**src/rtl/qtable_update_engine_if.sv**
```systemverilog
// Packet, table-read and status bundle for the EER-RL neighbour / known-CH table engine.
// The master drives packets and read indices; the slave (the engine) returns tables, counts and status.
interface qtable_update_engine_if #(
    parameter int WORD_WIDTH  = 16,
    parameter int NEIGH_DEPTH = 8,
    parameter int CH_DEPTH    = 4
);
    localparam int NIW = $clog2(NEIGH_DEPTH);
    localparam int NCW = $clog2(NEIGH_DEPTH + 1);
    localparam int CIW = $clog2(CH_DEPTH);
    localparam int CCW = $clog2(CH_DEPTH + 1);

    logic                  pkt_valid;
    logic                  pkt_ready;
    logic [WORD_WIDTH-1:0] fSourceID;
    logic [WORD_WIDTH-1:0] fSourceHops;
    logic [WORD_WIDTH-1:0] fClusterID;
    logic [WORD_WIDTH-1:0] fEnergyLeft;
    logic [WORD_WIDTH-1:0] fQValue;
    logic [WORD_WIDTH-1:0] fKnownCH;
    logic                  fCHValid;
    logic                  flush;
    logic [NIW-1:0]        rd_idx;
    logic [WORD_WIDTH-1:0] rd_id;
    logic [WORD_WIDTH-1:0] rd_hops;
    logic [WORD_WIDTH-1:0] rd_cid;
    logic [WORD_WIDTH-1:0] rd_energy;
    logic [WORD_WIDTH-1:0] rd_qvalue;
    logic [CIW-1:0]        ch_rd_idx;
    logic [WORD_WIDTH-1:0] ch_rd_id;
    logic [NCW-1:0]        neighborCount;
    logic [CCW-1:0]        knownCHCount;
    logic                  done;
    logic                  st_hit;
    logic                  st_added;
    logic                  st_dropped;
    logic                  st_evicted;
    logic                  st_ch_added;
    logic                  st_ch_dropped;

    modport master (
        output pkt_valid, fSourceID, fSourceHops, fClusterID, fEnergyLeft, fQValue,
               fKnownCH, fCHValid, flush, rd_idx, ch_rd_idx,
        input  pkt_ready, rd_id, rd_hops, rd_cid, rd_energy, rd_qvalue, ch_rd_id,
               neighborCount, knownCHCount, done, st_hit, st_added, st_dropped,
               st_evicted, st_ch_added, st_ch_dropped
    );

    modport slave (
        input  pkt_valid, fSourceID, fSourceHops, fClusterID, fEnergyLeft, fQValue,
               fKnownCH, fCHValid, flush, rd_idx, ch_rd_idx,
        output pkt_ready, rd_id, rd_hops, rd_cid, rd_energy, rd_qvalue, ch_rd_id,
               neighborCount, knownCHCount, done, st_hit, st_added, st_dropped,
               st_evicted, st_ch_added, st_ch_dropped
    );
endinterface

```
**src/rtl/qtable_update_engine.sv**
```systemverilog
// Neighbour / known-CH table engine: per packet, search-and-update the neighbour table, then merge the CH ID.
// Define QTU_EVICT_EN to replace the lowest-Q neighbour when the table is full instead of dropping.
//
// state       | meaning
// IDLE        | ready for a packet; flush clears both tables
// SEARCH      | scan neighbour entry i for the latched source ID
// WRITE       | update hit entry, append, or drop/evict on a full table
// CH_SEARCH   | scan known-CH entry j for the latched CH ID
// CH_ADD      | append CH ID or flag it dropped
// DONE        | one-cycle completion strobe
module qtable_update_engine #(
    parameter int WORD_WIDTH  = 16,
    parameter int NEIGH_DEPTH = 8,
    parameter int CH_DEPTH    = 4
) (
    input  logic                    clk,
    input  logic                    rst,
    qtable_update_engine_if.slave   bus
);
    localparam int NIW = $clog2(NEIGH_DEPTH);
    localparam int NCW = $clog2(NEIGH_DEPTH + 1);
    localparam int CIW = $clog2(CH_DEPTH);
    localparam int CCW = $clog2(CH_DEPTH + 1);

    typedef logic [WORD_WIDTH-1:0] word_t;
    typedef enum logic [2:0] {S_IDLE, S_SEARCH, S_WRITE, S_CH_SEARCH, S_CH_ADD, S_DONE} state_t;

    state_t         state_q, state_d;
    logic [NCW-1:0] i_q, count_q;
    logic [CCW-1:0] j_q, chcount_q;
    word_t          src_q, hops_q, cid_q, energy_q, qv_q, kch_q;
    logic           chv_q;
    logic           st_hit_q, st_added_q, st_dropped_q, st_evicted_q, st_ch_added_q, st_ch_dropped_q;

    word_t nb_id_q     [NEIGH_DEPTH];
    word_t nb_hops_q   [NEIGH_DEPTH];
    word_t nb_cid_q    [NEIGH_DEPTH];
    word_t nb_energy_q [NEIGH_DEPTH];
    word_t nb_q_q      [NEIGH_DEPTH];
    word_t ch_id_q     [CH_DEPTH];

`ifdef QTU_EVICT_EN
    logic [NIW-1:0] min_idx_q;
    word_t          min_q;
`endif

    logic [NIW-1:0] i_idx;
    logic [CIW-1:0] j_idx;
    logic           accept, nb_in_range, nb_match, ch_in_range, ch_match, nb_full, ch_full;

    assign i_idx       = i_q[NIW-1:0];
    assign j_idx       = j_q[CIW-1:0];
    assign accept      = (state_q == S_IDLE) && bus.pkt_valid && !bus.flush;
    // In WRITE, i still below count means SEARCH stopped on a hit.
    assign nb_in_range = (i_q < count_q);
    assign nb_match    = nb_in_range && (nb_id_q[i_idx] == src_q);
    assign ch_in_range = (j_q < chcount_q);
    assign ch_match    = ch_in_range && (ch_id_q[j_idx] == kch_q);
    assign nb_full     = (count_q == NCW'(NEIGH_DEPTH));
    assign ch_full     = (chcount_q == CCW'(CH_DEPTH));

    always_comb begin
        state_d = state_q;
        case (state_q)
            S_IDLE:      if (accept) state_d = S_SEARCH;
            S_SEARCH:    if (nb_match || !nb_in_range) state_d = S_WRITE;
            S_WRITE:     state_d = chv_q ? S_CH_SEARCH : S_DONE;
            S_CH_SEARCH: begin
                if (ch_match)         state_d = S_DONE;
                else if (!ch_in_range) state_d = S_CH_ADD;
            end
            S_CH_ADD:    state_d = S_DONE;
            S_DONE:      state_d = S_IDLE;
            default:     state_d = S_IDLE;
        endcase
    end

    always_ff @(posedge clk or posedge rst) begin
        if (rst) begin
            state_q <= S_IDLE;
            i_q <= '0; j_q <= '0; count_q <= '0; chcount_q <= '0;
            src_q <= '0; hops_q <= '0; cid_q <= '0; energy_q <= '0; qv_q <= '0; kch_q <= '0;
            chv_q <= 1'b0;
            st_hit_q <= 1'b0; st_added_q <= 1'b0; st_dropped_q <= 1'b0;
            st_evicted_q <= 1'b0; st_ch_added_q <= 1'b0; st_ch_dropped_q <= 1'b0;
`ifdef QTU_EVICT_EN
            min_idx_q <= '0; min_q <= '0;
`endif
        end else begin
            state_q <= state_d;
            case (state_q)
                S_IDLE: begin
                    if (bus.flush) begin
                        count_q   <= '0;
                        chcount_q <= '0;
                    end else if (bus.pkt_valid) begin
                        src_q <= bus.fSourceID;   hops_q <= bus.fSourceHops;
                        cid_q <= bus.fClusterID;  energy_q <= bus.fEnergyLeft;
                        qv_q  <= bus.fQValue;     kch_q <= bus.fKnownCH;
                        chv_q <= bus.fCHValid;
                        i_q <= '0; j_q <= '0;
                        st_hit_q <= 1'b0; st_added_q <= 1'b0; st_dropped_q <= 1'b0;
                        st_evicted_q <= 1'b0; st_ch_added_q <= 1'b0; st_ch_dropped_q <= 1'b0;
                    end
                end
                S_SEARCH: begin
                    if (nb_in_range && !nb_match) i_q <= i_q + NCW'(1);
`ifdef QTU_EVICT_EN
                    // Strict < keeps the lowest index on ties.
                    if (nb_in_range && (i_q == '0 || nb_q_q[i_idx] < min_q)) begin
                        min_idx_q <= i_idx;
                        min_q     <= nb_q_q[i_idx];
                    end
`endif
                end
                S_WRITE: begin
                    if (nb_in_range) begin
                        st_hit_q <= 1'b1;
                    end else if (!nb_full) begin
                        count_q    <= count_q + NCW'(1);
                        st_added_q <= 1'b1;
                    end else begin
`ifdef QTU_EVICT_EN
                        st_evicted_q <= 1'b1;
`else
                        st_dropped_q <= 1'b1;
`endif
                    end
                end
                S_CH_SEARCH: if (ch_in_range && !ch_match) j_q <= j_q + CCW'(1);
                S_CH_ADD: begin
                    if (!ch_full) begin
                        chcount_q     <= chcount_q + CCW'(1);
                        st_ch_added_q <= 1'b1;
                    end else begin
                        st_ch_dropped_q <= 1'b1;
                    end
                end
                default: ;
            endcase
        end
    end

    // Table storage is not reset; the counts decide what is visible.
    always_ff @(posedge clk) begin
        if (state_q == S_WRITE) begin
            if (nb_in_range) begin
                nb_hops_q[i_idx]   <= hops_q;
                nb_cid_q[i_idx]    <= cid_q;
                nb_energy_q[i_idx] <= energy_q;
                nb_q_q[i_idx]      <= qv_q;
            end else if (!nb_full) begin
                nb_id_q[count_q[NIW-1:0]]     <= src_q;
                nb_hops_q[count_q[NIW-1:0]]   <= hops_q;
                nb_cid_q[count_q[NIW-1:0]]    <= cid_q;
                nb_energy_q[count_q[NIW-1:0]] <= energy_q;
                nb_q_q[count_q[NIW-1:0]]      <= qv_q;
            end
`ifdef QTU_EVICT_EN
            else begin
                nb_id_q[min_idx_q]     <= src_q;
                nb_hops_q[min_idx_q]   <= hops_q;
                nb_cid_q[min_idx_q]    <= cid_q;
                nb_energy_q[min_idx_q] <= energy_q;
                nb_q_q[min_idx_q]      <= qv_q;
            end
`endif
        end
        if (state_q == S_CH_ADD && !ch_full) ch_id_q[chcount_q[CIW-1:0]] <= kch_q;
    end

    logic rd_vis, ch_vis;
    assign rd_vis = (NCW'(bus.rd_idx) < count_q);
    assign ch_vis = (CCW'(bus.ch_rd_idx) < chcount_q);

    assign bus.rd_id         = rd_vis ? nb_id_q[bus.rd_idx]     : '0;
    assign bus.rd_hops       = rd_vis ? nb_hops_q[bus.rd_idx]   : '0;
    assign bus.rd_cid        = rd_vis ? nb_cid_q[bus.rd_idx]    : '0;
    assign bus.rd_energy     = rd_vis ? nb_energy_q[bus.rd_idx] : '0;
    assign bus.rd_qvalue     = rd_vis ? nb_q_q[bus.rd_idx]      : '0;
    assign bus.ch_rd_id      = ch_vis ? ch_id_q[bus.ch_rd_idx]  : '0;
    assign bus.neighborCount = count_q;
    assign bus.knownCHCount  = chcount_q;
    assign bus.pkt_ready     = (state_q == S_IDLE) && !bus.flush;
    assign bus.done          = (state_q == S_DONE);
    assign bus.st_hit        = st_hit_q;
    assign bus.st_added      = st_added_q;
    assign bus.st_dropped    = st_dropped_q;
    assign bus.st_evicted    = st_evicted_q;
    assign bus.st_ch_added   = st_ch_added_q;
    assign bus.st_ch_dropped = st_ch_dropped_q;
endmodule

```
**src/flat_wrapper.sv**
```systemverilog
// flat-port wrapper written by rule: the top's interface ports become plain ports
module qtable_update_engine_flat 
#(
    parameter int WORD_WIDTH  = 16,
    parameter int NEIGH_DEPTH = 8,
    parameter int CH_DEPTH    = 4
)
  (clk, rst, bus_pkt_valid, bus_fSourceID, bus_fSourceHops, bus_fClusterID, bus_fEnergyLeft, bus_fQValue, bus_fKnownCH, bus_fCHValid, bus_flush, bus_rd_idx, bus_ch_rd_idx, bus_pkt_ready, bus_rd_id, bus_rd_hops, bus_rd_cid, bus_rd_energy, bus_rd_qvalue, bus_ch_rd_id, bus_neighborCount, bus_knownCHCount, bus_done, bus_st_hit, bus_st_added, bus_st_dropped, bus_st_evicted, bus_st_ch_added, bus_st_ch_dropped);
  qtable_update_engine_if #(.WORD_WIDTH(WORD_WIDTH), .NEIGH_DEPTH(NEIGH_DEPTH), .CH_DEPTH(CH_DEPTH)) bus_i ();
  input  logic clk;
  input  logic rst;
  input wire logic [$bits(bus_i.pkt_valid)-1:0] bus_pkt_valid;
  input wire logic [$bits(bus_i.fSourceID)-1:0] bus_fSourceID;
  input wire logic [$bits(bus_i.fSourceHops)-1:0] bus_fSourceHops;
  input wire logic [$bits(bus_i.fClusterID)-1:0] bus_fClusterID;
  input wire logic [$bits(bus_i.fEnergyLeft)-1:0] bus_fEnergyLeft;
  input wire logic [$bits(bus_i.fQValue)-1:0] bus_fQValue;
  input wire logic [$bits(bus_i.fKnownCH)-1:0] bus_fKnownCH;
  input wire logic [$bits(bus_i.fCHValid)-1:0] bus_fCHValid;
  input wire logic [$bits(bus_i.flush)-1:0] bus_flush;
  input wire logic [$bits(bus_i.rd_idx)-1:0] bus_rd_idx;
  input wire logic [$bits(bus_i.ch_rd_idx)-1:0] bus_ch_rd_idx;
  output wire logic [$bits(bus_i.pkt_ready)-1:0] bus_pkt_ready;
  output wire logic [$bits(bus_i.rd_id)-1:0] bus_rd_id;
  output wire logic [$bits(bus_i.rd_hops)-1:0] bus_rd_hops;
  output wire logic [$bits(bus_i.rd_cid)-1:0] bus_rd_cid;
  output wire logic [$bits(bus_i.rd_energy)-1:0] bus_rd_energy;
  output wire logic [$bits(bus_i.rd_qvalue)-1:0] bus_rd_qvalue;
  output wire logic [$bits(bus_i.ch_rd_id)-1:0] bus_ch_rd_id;
  output wire logic [$bits(bus_i.neighborCount)-1:0] bus_neighborCount;
  output wire logic [$bits(bus_i.knownCHCount)-1:0] bus_knownCHCount;
  output wire logic [$bits(bus_i.done)-1:0] bus_done;
  output wire logic [$bits(bus_i.st_hit)-1:0] bus_st_hit;
  output wire logic [$bits(bus_i.st_added)-1:0] bus_st_added;
  output wire logic [$bits(bus_i.st_dropped)-1:0] bus_st_dropped;
  output wire logic [$bits(bus_i.st_evicted)-1:0] bus_st_evicted;
  output wire logic [$bits(bus_i.st_ch_added)-1:0] bus_st_ch_added;
  output wire logic [$bits(bus_i.st_ch_dropped)-1:0] bus_st_ch_dropped;
  assign bus_i.pkt_valid = bus_pkt_valid;
  assign bus_i.fSourceID = bus_fSourceID;
  assign bus_i.fSourceHops = bus_fSourceHops;
  assign bus_i.fClusterID = bus_fClusterID;
  assign bus_i.fEnergyLeft = bus_fEnergyLeft;
  assign bus_i.fQValue = bus_fQValue;
  assign bus_i.fKnownCH = bus_fKnownCH;
  assign bus_i.fCHValid = bus_fCHValid;
  assign bus_i.flush = bus_flush;
  assign bus_i.rd_idx = bus_rd_idx;
  assign bus_i.ch_rd_idx = bus_ch_rd_idx;
  assign bus_pkt_ready = bus_i.pkt_ready;
  assign bus_rd_id = bus_i.rd_id;
  assign bus_rd_hops = bus_i.rd_hops;
  assign bus_rd_cid = bus_i.rd_cid;
  assign bus_rd_energy = bus_i.rd_energy;
  assign bus_rd_qvalue = bus_i.rd_qvalue;
  assign bus_ch_rd_id = bus_i.ch_rd_id;
  assign bus_neighborCount = bus_i.neighborCount;
  assign bus_knownCHCount = bus_i.knownCHCount;
  assign bus_done = bus_i.done;
  assign bus_st_hit = bus_i.st_hit;
  assign bus_st_added = bus_i.st_added;
  assign bus_st_dropped = bus_i.st_dropped;
  assign bus_st_evicted = bus_i.st_evicted;
  assign bus_st_ch_added = bus_i.st_ch_added;
  assign bus_st_ch_dropped = bus_i.st_ch_dropped;
  qtable_update_engine #(.WORD_WIDTH(WORD_WIDTH), .NEIGH_DEPTH(NEIGH_DEPTH), .CH_DEPTH(CH_DEPTH)) u_core (.clk(clk), .rst(rst), .bus(bus_i));
endmodule
```
**config.mk**
```make
export PLATFORM = sky130hd
export DESIGN_NAME = qtable_update_engine_flat
export DESIGN_NICKNAME = d
export VERILOG_FILES = /design/src/rtl/qtable_update_engine_if.sv /design/src/rtl/qtable_update_engine.sv /design/src/flat_wrapper.sv
export SDC_FILE = /design/constraint.sdc
export NUM_CORES = 1
export LEC_CHECK = 0
export BUFFER_PORTS_ARGS = -buffer_cell sky130_fd_sc_hd__buf_4
export CORE_MARGIN = 2
export CORE_UTILIZATION = 25
export DETAILED_ROUTE_END_ITERATION = 6
export GPL_TIMING_DRIVEN = 0
export SYNTH_ARGS = -nofsm -noshare
export SYNTH_HDL_FRONTEND = slang
export SYNTH_SLANG_ARGS = --single-unit
```
**constraint.sdc**
```tcl
create_clock -name clk -period 11.7 [get_ports clk]
set_input_delay 2.925 -clock clk [delete_from_list [all_inputs] [get_ports clk]]
set_output_delay 2.925 -clock clk [all_outputs]
set_load 0.05 [all_outputs]
```
==> impl_metrics.csv, run 1 <==
group,metric,value,unit
timing,slew_headroom,0.168,
drt,drcViolationCount,0,
clock_network,clockBufferDepth,3,
yosys,synth-seq-cells,823,
clock_network,cts_root_buf,"clkbuf_16",
cells_and_area,final_cell_count_no_fill,4066,
drt,ant_nets,0,
job,cap_violations,0,
timing,fin_hold_ws,494,ps
place,dp_cells,3900,
cells_and_area,final_cell_mix,"edfxtp_1 (704), nand2_1 (306), buf_4 (216), mux4_2 (208), dfrtp_1 (119)",
drt,routed_via_density,4.44,
status,status,"finished clean",
drt,first_iter_violations,1822,
yosys,synth-seq-area-share,0.719,
grt,grt_max_degree,63,
yosys,syn_nets,2005,
grt,antenna_found_initial,6,
power,ir_worst_vdd,0.124,mV
yosys,synth_edf_count,704,
grt,track_usage,0.135,
timing,layout_setup_ws,2010,ps
clock_network,holdBufCountCts,0,
worst_setup_path,crit_type,"input pin to output pin",
timing,setup_violations,0,
timing,hold_viol,0,
power,pwr_density_cell,213,nW/um^2
grt,grt-ovfl-total,0,
timing,tightestPinTransition,1240,ps
power,leakagePower,0.0143,uW
yosys,synth_cells,1883,
drt,wl_per_cell,22.9,microns
timing,fin_skew,21.6,ps
worst_hold_path,min_path_type,"flip-flop to flip-flop",
clock_network,post_cts.repair.setup_buffers,0,
yosys,yosysWarnings,0,
yosys,synth-main-ff-cell,"edfxtp_1",
clock_network,cts_sinks,823,
timing,finalMaxSlewViolations,0,
clock_network,clk_pin_slew_worst_paths,60,ps
clock_network,cts_buffers,88,
worst_setup_path,worstPathRequired,8780,ps
cells_and_area,nNetsFinal,2344,
floorplanning,dieArea,137000,sq um
place,hpwl,62.9,mm
timing,fmax,103,MHz
timing,setup_tns,0,ps
worst_setup_path,worst_setup_path_end_kind,"output pin",
timing,fin_crit_sh,0.828,
timing,min_period,9690,ps
worst_setup_path,worstPathArrival,6760,ps
drt,drt_pass1_iterations,7,
place,dp_slack,1760,ps
floorplanning,dieWidth,370,microns
clock_network,cts_resized,0,
clock_network,clk_latency,670,ps
timing,rsz0062_at_grt,"no",
floorplanning,core_area,133000,sq um
clock_network,cts_tree,"yes",
place,port_buffers,213,
worst_setup_path,critPathMaxFanout,10,
worst_setup_path,cp-start-kind,"input pin",
yosys,synthArstFlopShare,0.145,
drt,drt-total-wl,92.9,mm
yosys,synth.avg_cell_area,17.8,sq um
yosys,synth.distinct_cells,46,
yosys,synth.cell_area,33500,sq um
floorplanning,core.rowCount,134,
floorplanning,io_pins,217,
grt,grt_first_pass_wirelength,132,mm
cells_and_area,syn2layout_area_growth,22.2,%
drt,vias,18100,
place,gp_congestion,0.753,
floorplanning,initial_utilization,0.252,
floorplanning,die_y,370,microns
cells_and_area,drive_gt1_frac,0.277,
grt,grt_pass1_vias,18400,
cells_and_area,final_common_cell,"edfxtp_1",
power,total_power,8730,uW
clock_network,htreeDepth,3,
logic make-up (layout without fill, tap and decap cells):
family / Yosys count / in the layout / share of synthesized area
multiplexers: 334 / 334 / 0.178
AO/OA/AOI/OAI: 72 / 72 / 0.0134
other: 1 / 3 / 0.000112
AND/OR/NAND/NOR: 498 / 498 / 0.0615
adder cells (fa/ha/maj): 16 / 16 / 0.00597
flip-flops: 823 / 823 / 0.719
XOR/XNOR: 26 / 26 / 0.00679
buffers and inverters: 113 / 526 / 0.0147
worst max-delay path: stages:
cell and delay (ps):
clkbuf_1 740, clkbuf_1 850, buf_1 810, mux4_2 380, mux2i_1 70, nor2_1 630, buf_4 330
path summary, 6_finish.rpt:
kind | startpoint | to | slack [ps] | depth (start not counted)
hold / removal | u_core.j_q[2] | u_core.j_q[2] | 490 | 1
hold reg to reg | u_core.j_q[2] | u_core.j_q[2] | 490 | 1
setup reg to reg | u_core.bus.neighborCount[1] | u_core.nb_energy_q[0][3] | 7450 | 10
min in group asynchronous | rst | u_core.kch_q[10] | 2280 | 2
setup / recovery | bus_rd_idx[0] | bus_rd_hops[1] | 2010 | 7
max in group asynchronous | rst | u_core.hops_q[4] | 8560 | 3
cells in the mapped netlist (all sizes together), types with 13 or more instances:
cell type / number / area share
nor2b: 21 / 0.0039
edfxtp: 704 / 0.63
o21ai: 25 / 0.0037
buf: 41 / 0.0067
mux4: 208 / 0.14
nor2: 114 / 0.013
nand2: 306 / 0.034
ha: 16 / 0.0060
mux2: 18 / 0.0060
clkbuf: 57 / 0.0064
xnor2: 26 / 0.0068
mux2i: 108 / 0.032
inv: 15 / 0.0017
dfrtp: 119 / 0.089
a21oi: 13 / 0.0019
stage by stage:
step                      utilization  instance area [sq um]
after floorplan                     -                  33500
after global placement          0.280                  37300
after detailed placement        0.286                  38100
after CTS                       0.307                  41000
after global routing            0.307                  41000
final                           0.307                  41000
routing by layer:
metal,track usage,part of all wire
met2,0.212,0.47
met4,0.0325,0.020
met5,0,0.00043
met3,0.0426,0.084
met1,0.180,0.43
power breakdown:
group / switching, uW / leakage (uW) / internal (uW)
Sequential: 417 / 0.00791 / 3830
Combinational: 1110 / 0.00508 / 660
Clock: 1160 / 0.00136 / 1550
Total: 2690 / 0.0143 / 6040
final cells by class:
class	count	area, sq um
fill	13000	92300
timing repair buffer	249	2310
sequential	823	24100
antenna	2	5.00
inverter	15	63.8
tap	1768	2210
buffer	98	438
clock inverter	51	449
clock buffer	113	2370
multi-input combinational	947	9000
flip-flops by register name (all words and copies together) (netlist names), 64 cells and up:
register,cells
u_core.nb_cid_q,128
u_core.nb_q_q,128
u_core.nb_id_q,128
u_core.nb_energy_q,128
u_core.ch_id_q,64
u_core.nb_hops_q,128
No activity file was read; power rests on OpenSTA's default activity.
==> run 2: changes to the inputs <==
==> constraint.sdc (replaced) <==
create_clock -name clk -period 8 [get_ports clk]
set_input_delay 2 -clock clk [delete_from_list [all_inputs] [get_ports clk]]
set_output_delay 2 -clock clk [all_outputs]
set_load 0.05 [all_outputs]
==> run 2 against run 1 <==
Non-clock buffer count unchanged. Global-route usage about the same. Critical path depth increased by 1. Setup slack got worse by 1700 ps. Wire length about the same. Power increased by 46%. Design area about the same. Sequential share of layout area about the same. Clock skew increased by 0.86 ps. Critical path type unchanged. Count of clock-buffer cells in the layout unchanged.
==> impl_metrics.csv, run 2 (synthesized netlist as in run 1, its figures left out) <==
group,metric,value,unit
worst_setup_path,cp_common_cell,"buf_4",
power,seq_power_share,0.487,
floorplanning,initial_utilization,0.252,
drt,drt-total-wl,93.0,mm
worst_setup_path,critPathMaxStageDelay,870,ps
place,gp_congestion,0.753,
clock_network,htreeDepth,3,
worst_setup_path,crit_buf_inv,5,
timing,slew_headroom,0.160,
drt,vias,18100,
drt,first_iter_violations,1820,
clock_network,cts_buffers,88,
timing,hold_viol,0,
power,leakagePower,0.0144,uW
grt,track_usage,0.135,
timing,fin_crit_sh,0.957,
grt,grt_pass1_vias,18400,
timing,fin_skew,22.5,ps
timing,fmax,131,MHz
power,sw_frac_of_total,0.308,
cells_and_area,final_cell_mix,"edfxtp_1 (704), nand2_1 (306), buf_4 (216), mux4_2 (208), dfrtp_1 (119)",
timing,setup_violations,0,
floorplanning,core_area,133000,sq um
clock_network,clk_latency,670,ps
worst_setup_path,worstPathRequired,6000,ps
floorplanning,core.rowCount,134,
worst_setup_path,cp-start-kind,"input pin",
drt,drt_pass1_iterations,6,
floorplanning,io_pins,217,
floorplanning,dieArea,137000,sq um
job,cap_violations,0,
timing,setup_tns,0,ps
grt,grt_max_degree,63,
worst_setup_path,critical-path-top-delay-family,"buffers and inverters",
worst_setup_path,critPathMaxFanout,11,
drt,routed_via_density,4.45,
power,pwr_density_cell,312,nW/um^2
grt,grt-ovfl-total,0,
clock_network,cts_root_buf,"clkbuf_16",
drt,wl_per_cell,22.9,microns
worst_setup_path,crit_type,"input pin to output pin",
worst_hold_path,min_path_type,"flip-flop to flip-flop",
drt,drcViolationCount,0,
place,port_buffers,213,
drt,ant_nets,0,
place,hpwl,62.9,mm
cells_and_area,syn2layout_area_growth,22.2,%
power,total_power,12800,uW
timing,rsz0062_at_grt,"no",
worst_setup_path,worstPathCellList,"buf_4 -> clkbuf_1 -> clkdlybuf4s15_1 -> buf_1 -> mux4_2 -> mux2i_1 -> nor2_2 -> buf_4",
floorplanning,die_y,370,microns
cells_and_area,drive_gt1_frac,0.277,
clock_network,cts_tree,"yes",
status,status,"finished clean",
clock_network,post_cts.repair.setup_buffers,0,
power,power.switching,3940,uW
timing,min_period,7660,ps
timing,tightestPinTransition,1250,ps
cells_and_area,final_common_cell,"edfxtp_1",
clock_network,clk_pin_slew_worst_paths,60,ps
power,clkPwrFrac,0.310,
clock_network,cts_sinks,823,
worst_setup_path,worst_setup_path_end_kind,"output pin",
grt,grt_first_pass_wirelength,132,mm
grt,antenna_found_initial,6,
worst_setup_path,worstPathArrival,5660,ps
power,ir_worst_vdd,0.179,mV
power,power.internal,8840,uW
cells_and_area,nNetsFinal,2344,
clock_network,clockBufferDepth,3,
timing,finalMaxSlewViolations,0,
power,p_comb_frac,0.203,
floorplanning,dieWidth,370,microns
worst_setup_path,cpMaxStageDelayCell,"clkdlybuf4s15_1",
[run 2: cell count changes in the layout (fill, tap and decap cells not counted)]
cell,previous run,this run
buf_1,26,25
clkbuf_1,76,74
clkbuf_2,0,1
clkdlybuf4s15_1,0,2
nor2_1,99,98
nor2_2,7,8
[run 2: final cells by class]
type / count / area (sq um)
multi-input cells: 947 / 9000
clock buffers: 113 / 2370
plain buffers: 98 / 452
well taps: 1768 / 2210
flip-flops and latches: 823 / 24100
clock inverters: 51 / 449
fillers: 13000 / 92300
inverters: 15 / 63.8
repair buffers: 249 / 2310
diodes: 2 / 5.00
[run 2: per-stage QoR]
| stage | setup WS, ps | cell area [sq um] | hold slack (ps) | std cells | utilization |
|---|---|---|---|---|---|
| 3_3_place_gp | -1420 | 37300 | 479 | 3864 | 0.280 |
| 6_report | 343 | 41000 | 494 | 4066 | 0.307 |
| 3_5_place_dp | -89.2 | 38100 | 485 | 3900 | 0.286 |
| 4_1_cts | 19.8 | 41000 | 498 | 4064 | 0.307 |
| 2_1_floorplan | 1930 | 33500 | 449 | 1883 | - |
| 5_1_grt | 162 | 41000 | 514 | 4064 | 0.307 |
[run 2: final timing paths]
check	end	start	cells past startpoint	slack [ps]
worst min-delay path	u_core.j_q[2]	u_core.j_q[2]	1	490
worst min register to register	u_core.j_q[2]	u_core.j_q[2]	1	490
max in group asynchronous	u_core.hops_q[4]	rst	3	5780
worst max-delay path	bus_rd_hops[1]	bus_rd_idx[1]	8	340
worst max register to register	u_core.nb_energy_q[0][3]	u_core.bus.neighborCount[1]	10	3730
min in group asynchronous	u_core.kch_q[10]	rst	2	1370
[run 2: power by group through the flow]
stage               clock [uW]  sequential (uW)  combinational, uW
floorplan                    0             6130               1680
global placement             0             6300               2530
detailed placement           0             6300               2640
CTS                       4060             6220               2650
global route              4220             6320               2820
finish                    3960             6220               2590
[run 2: layer usage]
layer / routed length (microns) / vias up / track usage / part of all wire
met2: 43500 / 604 / 0.212 / 0.47
met1: 40100 / 9334 / 0.180 / 0.43
met4: 1820 / 8 / 0.0325 / 0.020
li1: - / 8010 / - / -
met5: 40 / - / 0 / 0.00043
met3: 7570 / 137 / 0.0426 / 0.081
[run 2: what timing repair did]
| action | in CTS | in global routing |
|---|---|---|
| hold buffers | 0 | 0 |
| setup endpoints to repair | 1 | 1 |
| resized for setup | 2 | 3 |
| pin swaps | 0 | 0 |
==> run 3: changes to the inputs <==
--- a/config.mk
+++ b/config.mk
@@ -7,7 +7,7 @@
 export LEC_CHECK = 0
 export BUFFER_PORTS_ARGS = -buffer_cell sky130_fd_sc_hd__buf_4
 export CORE_MARGIN = 2
-export CORE_UTILIZATION = 25
+export CORE_UTILIZATION = 35
 export DETAILED_ROUTE_END_ITERATION = 6
 export GPL_TIMING_DRIVEN = 0
 export SYNTH_ARGS = -nofsm -noshare
==> run 3 against run 2 <==
Combinational power hardly changed. Design area shrank 1.3%. Fmax up 1.3%. Setup slack better by 95 ps. Cell count down 12%. Via count up 1.1%. Highest routed layer is now met4.
==> impl_metrics.csv, run 3 (synthesized netlist as in run 1, its figures left out) <==
group,metric,value,unit
job,cap_violations,0,
worst_setup_path,reg2reg_depth,10,
power,ir_worst_vdd,0.165,mV
floorplanning,dieWidth,313,microns
worst_hold_path,hold_depth,1,
timing,setup_tns,0,ps
cells_and_area,final_cell_mix,"edfxtp_1 (704), nand2_1 (306), buf_4 (216), mux4_2 (208), dfrtp_1 (119)",
drt,drcViolationCount,0,
worst_setup_path,cp_common_cell,"clkbuf_1",
worst_setup_path,cp-start-kind,"input pin",
drt,routed_via_density,5.13,
clock_network,cts_buffers,89,
cells_and_area,regArea,24100,sq um
place,dp_slack,191,ps
clock_network,post_cts.repair.setup_buffers,0,
clock_network,clockBufferDepth,3,
cells_and_area,fill_cells,8455,
clock_network,clk_latency,650,ps
floorplanning,io_pins,217,
cells_and_area,final_cell_count_no_fill,3567,
power,leakagePower,0.0144,uW
cells_and_area,multiInputGateArea,9000,sq um
power,total_power,12700,uW
clock_network,cts_root_buf,"clkbuf_16",
timing,fin_crit_sh,0.945,
worst_hold_path,min_path_type,"flip-flop to flip-flop",
drt,drt-total-wl,87.9,mm
cells_and_area,nNetsFinal,2347,
cells_and_area,final_util,0.426,
power,power.internal,8870,uW
place,hpwl,58.1,mm
grt,grt_first_pass_wirelength,128,mm
worst_setup_path,worstPathRequired,6000,ps
timing,slew_headroom,0.142,
drt,drt_pass1_iterations,5,
place,dp_cells,3399,
worst_setup_path,crit_type,"input pin to output pin",
clock_network,cts_sinks,823,
floorplanning,initial_utilization,0.353,
timing,tightestPinTransition,1270,ps
worst_setup_path,cpMaxStageDelayCell,"clkbuf_1",
power,power.switching,3870,uW
timing,fmax,132,MHz
worst_setup_path,critPathMaxStageDelay,800,ps
grt,track_usage,0.179,
cells_and_area,syn2layout_area_growth,20.7,%
clock_network,cts_tree,"yes",
power,seq_power_share,0.486,
cells_and_area,final_common_cell,"edfxtp_1",
worst_setup_path,worstPathArrival,5560,ps
worst_setup_path,rrSetupSlack,3620,ps
cells_and_area,drive_gt1_frac,0.278,
worst_setup_path,worstPathCellList,"clkbuf_1 -> clkbuf_1 -> buf_1 -> mux4_2 -> mux2i_1 -> nor2_1 -> buf_4",
timing,setup_violations,0,
grt,grt_pass1_vias,19100,
worst_setup_path,critPathMaxFanout,10,
power,clkPwrFrac,0.311,
drt,first_iter_violations,1719,
timing,hold_viol,0,
timing,finalMaxSlewViolations,0,
power,p_comb_frac,0.203,
power,pwr_density_cell,315,nW/um^2
floorplanning,core_area,95000,sq um
clock_network,cts_resized,0,
timing,fin_skew,30.2,ps
worst_setup_path,worst_setup_path_end_kind,"output pin",
timing,min_period,7560,ps
drt,vias,18300,
clock_network,holdBufCountCts,0,
floorplanning,die_y,313,microns
place,port_buffers,213,
grt,antenna_found_initial,1,
place,gp_congestion,0.759,
drt,wl_per_cell,24.6,microns
drt,ant_nets,0,
clock_network,clk_pin_slew_worst_paths,60,ps
power,sw_frac_of_total,0.304,
timing,layout_setup_ws,438,ps
clock_network,htreeDepth,3,
grt,grt_max_degree,83,
timing,rsz0062_at_grt,"no",
floorplanning,dieArea,98300,sq um
floorplanning,core.rowCount,113,
status,status,"finished clean",
grt,grt-ovfl-total,0,
run 3: cell type report:
class                      count  share of cell area
sequential                   823               0.596
antenna                        1           0.0000619
inverter                      15             0.00158
tap                         1265              0.0391
clock buffer                 128              0.0624
timing repair buffer         251              0.0595
multi-input combinational    947               0.222
clock inverter                39             0.00779
buffer                        98              0.0108
run 3: path summary, 6_finish.rpt:
check                                       endpoint                        start
min                              u_core.bus.st_added          u_core.bus.st_added
max reg2reg                u_core.nb_energy_q[4][11]  u_core.bus.neighborCount[1]
min reg2reg                      u_core.bus.st_added          u_core.bus.st_added
max in group asynchronous            u_core.cid_q[0]                          rst
min in group asynchronous         u_core.energy_q[5]                          rst
max                                   bus_rd_hops[0]                bus_rd_idx[0]
run 3: power groups by stage:
stage,clock [uW],combinational [uW],sequential (uW)
floorplan,0,1680,6130
global placement,0,2510,6240
detailed placement,0,2610,6280
CTS,4040,2630,6200
global route,4200,2800,6290
finish,3960,2580,6200
run 3: routing by layer:
metal,up-vias,share of wire,track usage
li1,8015,-,-
met1,9566,0.42,0.243
met2,594,0.49,0.294
met3,121,0.072,0.0371
met4,0,0.021,0.0459
met5,-,0,0
run 3: critical path: cells and delay by family:
family / cells / cell delay, ps
and+or+nand+nor: 1 / 90
muxes: 2 / 980
buffers and inverters: 4 / 2470
run 3: stage by stage:
step | hold WS (ps) | cell area, sq um
final | 499 | 40500
after global routing | 522 | 40500
after floorplan | 449 | 33500
after global placement | 467 | 36700
after detailed placement | 478 | 37600
after CTS | 504 | 40500
